## config.mk

```make
export PLATFORM = sky130hd
export DESIGN_NAME = gated_clk_en_ctrl
export DESIGN_NICKNAME = d
export VERILOG_FILES = /design/src/rtl/gated_clk_en_ctrl.sv
export SDC_FILE = /design/constraint.sdc
export NUM_CORES = 1
export LEC_CHECK = 0
export CORE_MARGIN = 2
export CORE_UTILIZATION = 55
export DETAILED_ROUTE_END_ITERATION = 6
export PLACE_DENSITY = 0.81
export SYNTH_ARGS = -nofsm -noshare
export SYNTH_HDL_FRONTEND = slang
export SYNTH_SLANG_ARGS = --single-unit
```

## constraint.sdc

```tcl
create_clock -name clk_in -period 3.9 [get_ports clk_in]
set_input_delay 0.78 -clock clk_in [delete_from_list [all_inputs] [get_ports clk_in]]
set_output_delay 0.78 -clock clk_in [all_outputs]
set_load 0.01 [all_outputs]
```

## src/rtl/gated_clk_en_ctrl.sv

```systemverilog
// Clock-gating enable controller: gates local_en after an idle window, re-enables with a
// settle delay on wake, and runs a level sleep req/ack handshake that controls module_en.
module gated_clk_en_ctrl #(
    parameter int IDLE_CYCLES = 16,
    parameter int WAKE_CYCLES = 2,
    parameter int CNT_W       = 8
) (
    input  logic clk_in,
    input  logic rst_in,
    input  logic busy_in,
    input  logic wake_req,
    input  logic pmu_sleep_req,
    input  logic force_on,
    output logic local_en,
    output logic module_en,
    output logic pmu_sleep_ack,
    output logic wake_ready,
    output logic clk_gated
);

    typedef enum logic [1:0] {
        S_RUN   = 2'd0,
        S_CNT   = 2'd1,
        S_GATED = 2'd2,
        S_WAKE  = 2'd3
    } state_t;

    localparam logic [CNT_W-1:0] CNT_ZERO  = CNT_W'(0);
    localparam logic [CNT_W-1:0] CNT_ONE   = CNT_W'(1);
    localparam logic [CNT_W-1:0] IDLE_LAST = CNT_W'(IDLE_CYCLES - 1);
    localparam logic [CNT_W-1:0] WAKE_LAST = CNT_W'((WAKE_CYCLES > 0) ? (WAKE_CYCLES - 1) : 0);

    state_t           state_q;
    logic [CNT_W-1:0] cnt_q;
    logic             ack_q;
    logic             pend_q;
    logic             idle_s;
    logic             wake_ev_s;

    assign idle_s    = ~busy_in & ~wake_req;
    assign wake_ev_s = busy_in | wake_req | pend_q;

    // FSM, shared idle/wake counter, pending-wake flag and sleep acknowledge
    always_ff @(posedge clk_in or posedge rst_in) begin
        if (rst_in) begin
            state_q <= S_RUN;
            cnt_q   <= CNT_ZERO;
            ack_q   <= 1'b0;
            pend_q  <= 1'b0;
        end else begin
            case (state_q)
                S_RUN: begin
                    if (idle_s) begin
                        state_q <= S_CNT;
                        cnt_q   <= CNT_ZERO;
                    end
                end
                S_CNT: begin
                    if (!idle_s) begin
                        state_q <= S_RUN;
                    end else if (cnt_q == IDLE_LAST) begin
                        state_q <= S_GATED;
                    end else begin
                        cnt_q <= cnt_q + CNT_ONE;
                    end
                end
                S_GATED: begin
                    // A wake can only leave GATED once the power manager has released the ack
                    if (wake_ev_s && !ack_q) begin
                        pend_q  <= 1'b0;
                        cnt_q   <= CNT_ZERO;
                        state_q <= (WAKE_CYCLES == 0) ? S_RUN : S_WAKE;
                    end else if (ack_q && (busy_in || wake_req)) begin
                        pend_q <= 1'b1;
                    end
                end
                S_WAKE: begin
                    if (cnt_q == WAKE_LAST) begin
                        state_q <= S_RUN;
                    end else begin
                        cnt_q <= cnt_q + CNT_ONE;
                    end
                end
                default: begin
                    state_q <= S_RUN;
                    cnt_q   <= CNT_ZERO;
                end
            endcase

            // A granted ack is held until the request drops; a wake on the same edge wins over a new grant
            if (ack_q) begin
                if (!pmu_sleep_req) begin
                    ack_q <= 1'b0;
                end
            end else if (pmu_sleep_req && (state_q == S_GATED) && !force_on && !wake_ev_s) begin
                ack_q <= 1'b1;
            end
        end
    end

    assign local_en      = (state_q != S_GATED) | force_on;
    assign module_en     = ~ack_q | force_on;
    assign pmu_sleep_ack = ack_q;
    assign wake_ready    = (state_q == S_RUN) | (state_q == S_CNT);
    assign clk_gated     = (state_q == S_GATED);

endmodule

```

Yosys cells after proc, flatten, opt, wreduce, memory -nomap -nowiden
Index checks and enable logic that the tools add are counted.

Register bits after elaboration: 12. Input bits: 6. Output and inout bits: 5.

Add/sub/neg operators: 1. Equal/unequal tests: 13. Muxes and demuxes: 17. Bitwise logic cells: 9. Reductions and logical operators: 14.

Operators by type and width (count): two-way mux 8 bit (5); one-hot mux 8 bit (4 select lines) (1); != test 2 bit (second input constant) (6); two-way mux 2 bit (5); adder 8 x 1 -> 8 bit (second input constant) (1); equality test 8 x 1 -> 1 bit (second input constant) (1); equality test 8 x 4 -> 1 bit (second input constant) (1); one-hot mux 2 bit (4 select lines) (1); logical AND 1 bit (5); two-way mux 1 bit (5); OR 1 bit (5); AND reduction 5 bit (1); equality test 2 bit (second input constant) (2); AND reduction 4 bit (1); logical NOT 1 bit (3); != test 3 bit (second input constant) (1); inverter 1 bit (3); equality test 2 x 1 -> 1 bit (second input constant) (1); logical NOT 2 bit (1); != test 2 x 1 -> 1 bit (second input constant) (1); AND reduction 2 bit (1); nonzero test 2 bit (1); AND 1 bit (1); logical OR 1 bit (1).

Logic depth before layout (Yosys ltp)
Depth after elaboration: 6. Mapped depth: 6. Gate-level depth less buffers: 6.

Worst setup path before layout
No wires, ideal clock.

Path kind: input to register. From: in wake_req. To: reg cnt_q[1]. Arrival time: 1772 ps. Required time: 3837 ps. Setup slack: 2065 ps. Stages: 4. Buffers on the path: 0. Path through: or3_1 a21oi_1 o21ai_0 o21ba_2.

Longest elaborated chain between the ends: 5. Elaborated cells between the ends (all ways): 9. Classes of those cells: 3 x eq/ne; 4 x bitwise; 2 x reduce/logical.

Ends and longest elaborated chain: start, declared (line 11) `input logic wake_req,`; OR 1 bit (2 in a row) (line 41) `assign wake_ev_s = busy_in | wake_req | pend_q;`; logical AND 1 bit (line 69) `if (wake_ev_s && !ack_q) begin`; != test 2 x 1 -> 1 bit (no source line); AND reduction 5 bit (no source line) (*); end signal, assigned (line 64) `cnt_q <= cnt_q + CNT_ONE;`; end signal, assigned (line 81) `cnt_q <= cnt_q + CNT_ONE;`; end, declared (line 34) `logic [CNT_W-1:0] cnt_q;`.

Every way passes the cells marked *; elsewhere a longest branch is shown, timed or not. A chain may end at the register's enable or synchronous reset.

Final worst setup path
From: in force_on. To: out local_en.

Longest elaborated chain between the ends: 1.

Ends and longest elaborated chain: start, declared (line 13) `input logic force_on,`; OR 1 bit (line 101) `assign local_en = (state_q != S_GATED) | force_on;`; end, declared (line 14) `output logic local_en,`.

No other way between the ends.

==> results.md <==
* Post-DR vias/cell at 5.95
* Fin. max-slew vios at 0
* Synth Area per Inst at about 9.7 sq um
* CP max stage delay at 0.54 ns
* Skew final at roughly 0.0050 ns
* Worst Hold Class: flop to flop
* I/O pin count at 11
* Yosys Warn Count at 0
* Die width at 41.1 um
* Post CTS Setup Buffer Count at 0
* Post-Synth Adder-Cell Area at approximately 3.3%
* Die area at about 1700 sq um
* CP max stage cell: clkdlybuf4s50_1
* Total track usage at between 20% and 30%
* Multi-input gate area at just over 400 sq um
* RSZ-0062 raised after global routing: false
* Worst VDD drop at between 0.4 and 0.5 mV
* Fill count at between 100 and 150
* GRT Residual Overflow at 0
* Final Cycle Share at 68.6%
* Complex-gate fraction of the synthesized area at a little over a quarter
* Number of hold buffers added after CTS at 0
* Die Height at 41.1 um
* Final Wtd Congestion at approximately 0.8
* Unique cell type count in the Yosys netlist at 37
* Comb power frac at 43.5%
* P_int at about 0.34 mW
* Synth Flop Type: dfrtp_1
* Vias in the first global route at between 500 and 600
* Asr flop ratio synth at 100%
* Sequential share of the synthesized area at between 30% and 40%
* Mapped cell area at roughly 760 sq um
* Worst Max-Slew Pin Slew at between 0.5 and 0.6 ns
* Worst skew pair latency at 0.28 ns
* Vias at approximately 620
* Setup violators final at 0
* Clock root buffer master: clkbuf_4
* Most common cell in the synthesized netlist: dfrtp_1
* CTS tree: yes
* Post-route ant nets at 0
* Synthesis-to-layout area growth at 16.8%
* Final WS setup at around 1.2 ns
* Routed wire per std cell at about 15 um
* Power per cell area at between 600 and 700 nW/um^2
* Diode count at 0
* Share of the synthesized area in the top cell type at a little under 40%
* EDFF count, synth at 0
* Clock tree buffer depth at 2
* Pin count of the biggest net entering global routing at 14
* Core ar. at ~1300 sq um
* Fmax at about 370 MHz
* Fin cells at roughly 100
* Startpoint type of the worst setup path: input pin
* Clock Power Share at 17.0%
* Clock Sinks at 12
* Fin. Hold Viols at 0
* Placed cell count at 100
* Max_slew headroom at 61.5%
* 1st-iter DRT viols at 7
* Sw power at roughly 0.24 mW
* H-tree depth at 1
* Max-cap violations at 0
* Gate Count Post-Synth at just under 80
* Pre-CTS WS at around 1.2 ns
* Total wire length at between 1.5 and 2 mm
* Layout cell share with drive strength beyond 1 at between 10% and 20%
* Largest family of logic cells by synthesized area: compound AO/OA/AOI/OAI gates
* Crit path time final at around 2.7 ns
* Num rows at 13
* Top post-synthesis cells by count: dfrtp_1, nor2_1, inv_1
* Mux cell area share after synthesis at around 1.3%
* Setup tns final at 0 ns
* Crit path cell chain: clkdlybuf4s50_1 > nand2b_1 > clkdlybuf4s50_1
* Inserted Clock Buffers at 3
* First drt pass iteration count at 4
* CP endpoint kind: primary output
* Crit path arrival time at approximately 1.9 ns
* Kind of critical path: input pin to primary output
* Cts repair resizes at 0
* DP Wirelength at 1.18 mm
* Status: finished clean
* Initial Util at just under 60%
* Post-Syn Nets at 86
* Port-buffer cells at 10
* Layout net count at 98
* Sequential power share at around two fifths
* Crit-path max FO at 2
* Synth Area in XOR/XNOR at 0%
* FF+latch area at between 300 and 400 sq um
* Post-Synth Simple-Gate Area at 22.9%
* Synthesized flop and latch total at 12
* Synth area leaders: dfrtp_1, o31ai_1, a2111oi_4
* Sw frac at between 40% and 50%
* First-pass GRT wire length at approximately 2.4 mm
* Worst-path clk slew at 0.07 ns
* WP data required at approximately 3.1 ns
* Synth area leader: dfrtp_1
* DRC errors left at 0
* Initial antenna violation count at 0
* Crit-path most repeated cell: clkdlybuf4s50_1
* Static leakage at 0.348 nW
logic make-up after synthesis:
| group | count (synthesis) |
|---|---|
| AND/OR/NAND/NOR | 30 |
| AO/OA/AOI/OAI | 25 |
| flip-flops | 12 |
| buffers and inverters | 8 |
| adder cells (fa/ha/maj) | 2 |
| multiplexers | 1 |
path summary, 6_finish.rpt:
| path | start | end | slack [ns] | depth (start not counted) |
|---|---|---|---|---|
| hold reg to reg | pend_q$_DFFE_PP0P_ | pend_q$_DFFE_PP0P_ | 0.52 | 2 |
| hold / removal | pend_q$_DFFE_PP0P_ | pend_q$_DFFE_PP0P_ | 0.52 | 2 |
| setup / recovery | force_on | local_en | 1.22 | 3 |
| setup reg to reg | cnt_q[5]$_DFFE_PP0P_ | cnt_q[5]$_DFFE_PP0P_ | 1.83 | 4 |
| max in group asynchronous | rst_in | cnt_q[1]$_DFFE_PP0P_ | 2.79 | 2 |
| min in group asynchronous | rst_in | cnt_q[6]$_DFFE_PP0P_ | 0.80 | 2 |
worst max-delay path, delay by kind of cell:
kind	cells	cell delay, ns
buffers and inverters	2	1.00
AND/OR/NAND/NOR	1	0.12
cell usage in the layout, fill, tap and decap left out, types with 2 or more instances in the layout:
master	Yosys	layout
dfrtp_1	12	12
clkdlybuf4s50_1	0	10
nor2_1	6	6
inv_1	5	5
a21oi_1	4	4
nand3_1	4	4
o31ai_1	4	4
nand2_1	4	4
o21ai_0	3	3
o211ai_1	3	3
clkbuf_4	0	3
nor3b_1	2	2
nor2b_1	2	2
nand2b_1	2	2
ha_1	2	2
metrics by stage:
stage                     area (sq um)  hold slack [ns]  util, %  power [mW]
after floorplan                    758            0.456        -       0.422
after global placement             850            0.502     65.3       0.474
after detailed placement           850            0.505     65.3       0.481
after CTS                          886            0.519     68.1       0.579
after global routing               886            0.562     68.1       0.621
final                              886            0.520     68.1       0.581
power by group through the flow:
stage               Combinational [mW]  Sequential (mW)  Clock, mW
floorplan                        0.226            0.196          0
global placement                 0.246            0.228          0
detailed placement               0.251            0.230          0
CTS                              0.252            0.227     0.0996
global route                     0.280            0.236      0.105
finish                           0.253            0.230     0.0986
flip-flops by register name, summed over array words and instances, names as in the netlist, named ones only:
signal         cells
pmu_sleep_ack      1
pend_q             1
cnt_q              8
state_q            1
metal layers:
layer	track usage (%)	up-vias	part of all wire [%]
met1	28.8	294	47
li1	-	318	-
met5	0	-	0
met3	9.78	0	3.4
met2	34.0	7	49
met4	0	0	0
final cells by class:
| cell class | instances | area share [%] |
|---|---|---|
| inverter | 5 | 2.12 |
| clock buffer | 4 | 4.10 |
| sequential | 12 | 33.9 |
| tap | 15 | 2.12 |
| timing repair buffer | 10 | 11.3 |
| multi-input combinational | 58 | 46.5 |
Power figures use the tool's default switching activity.
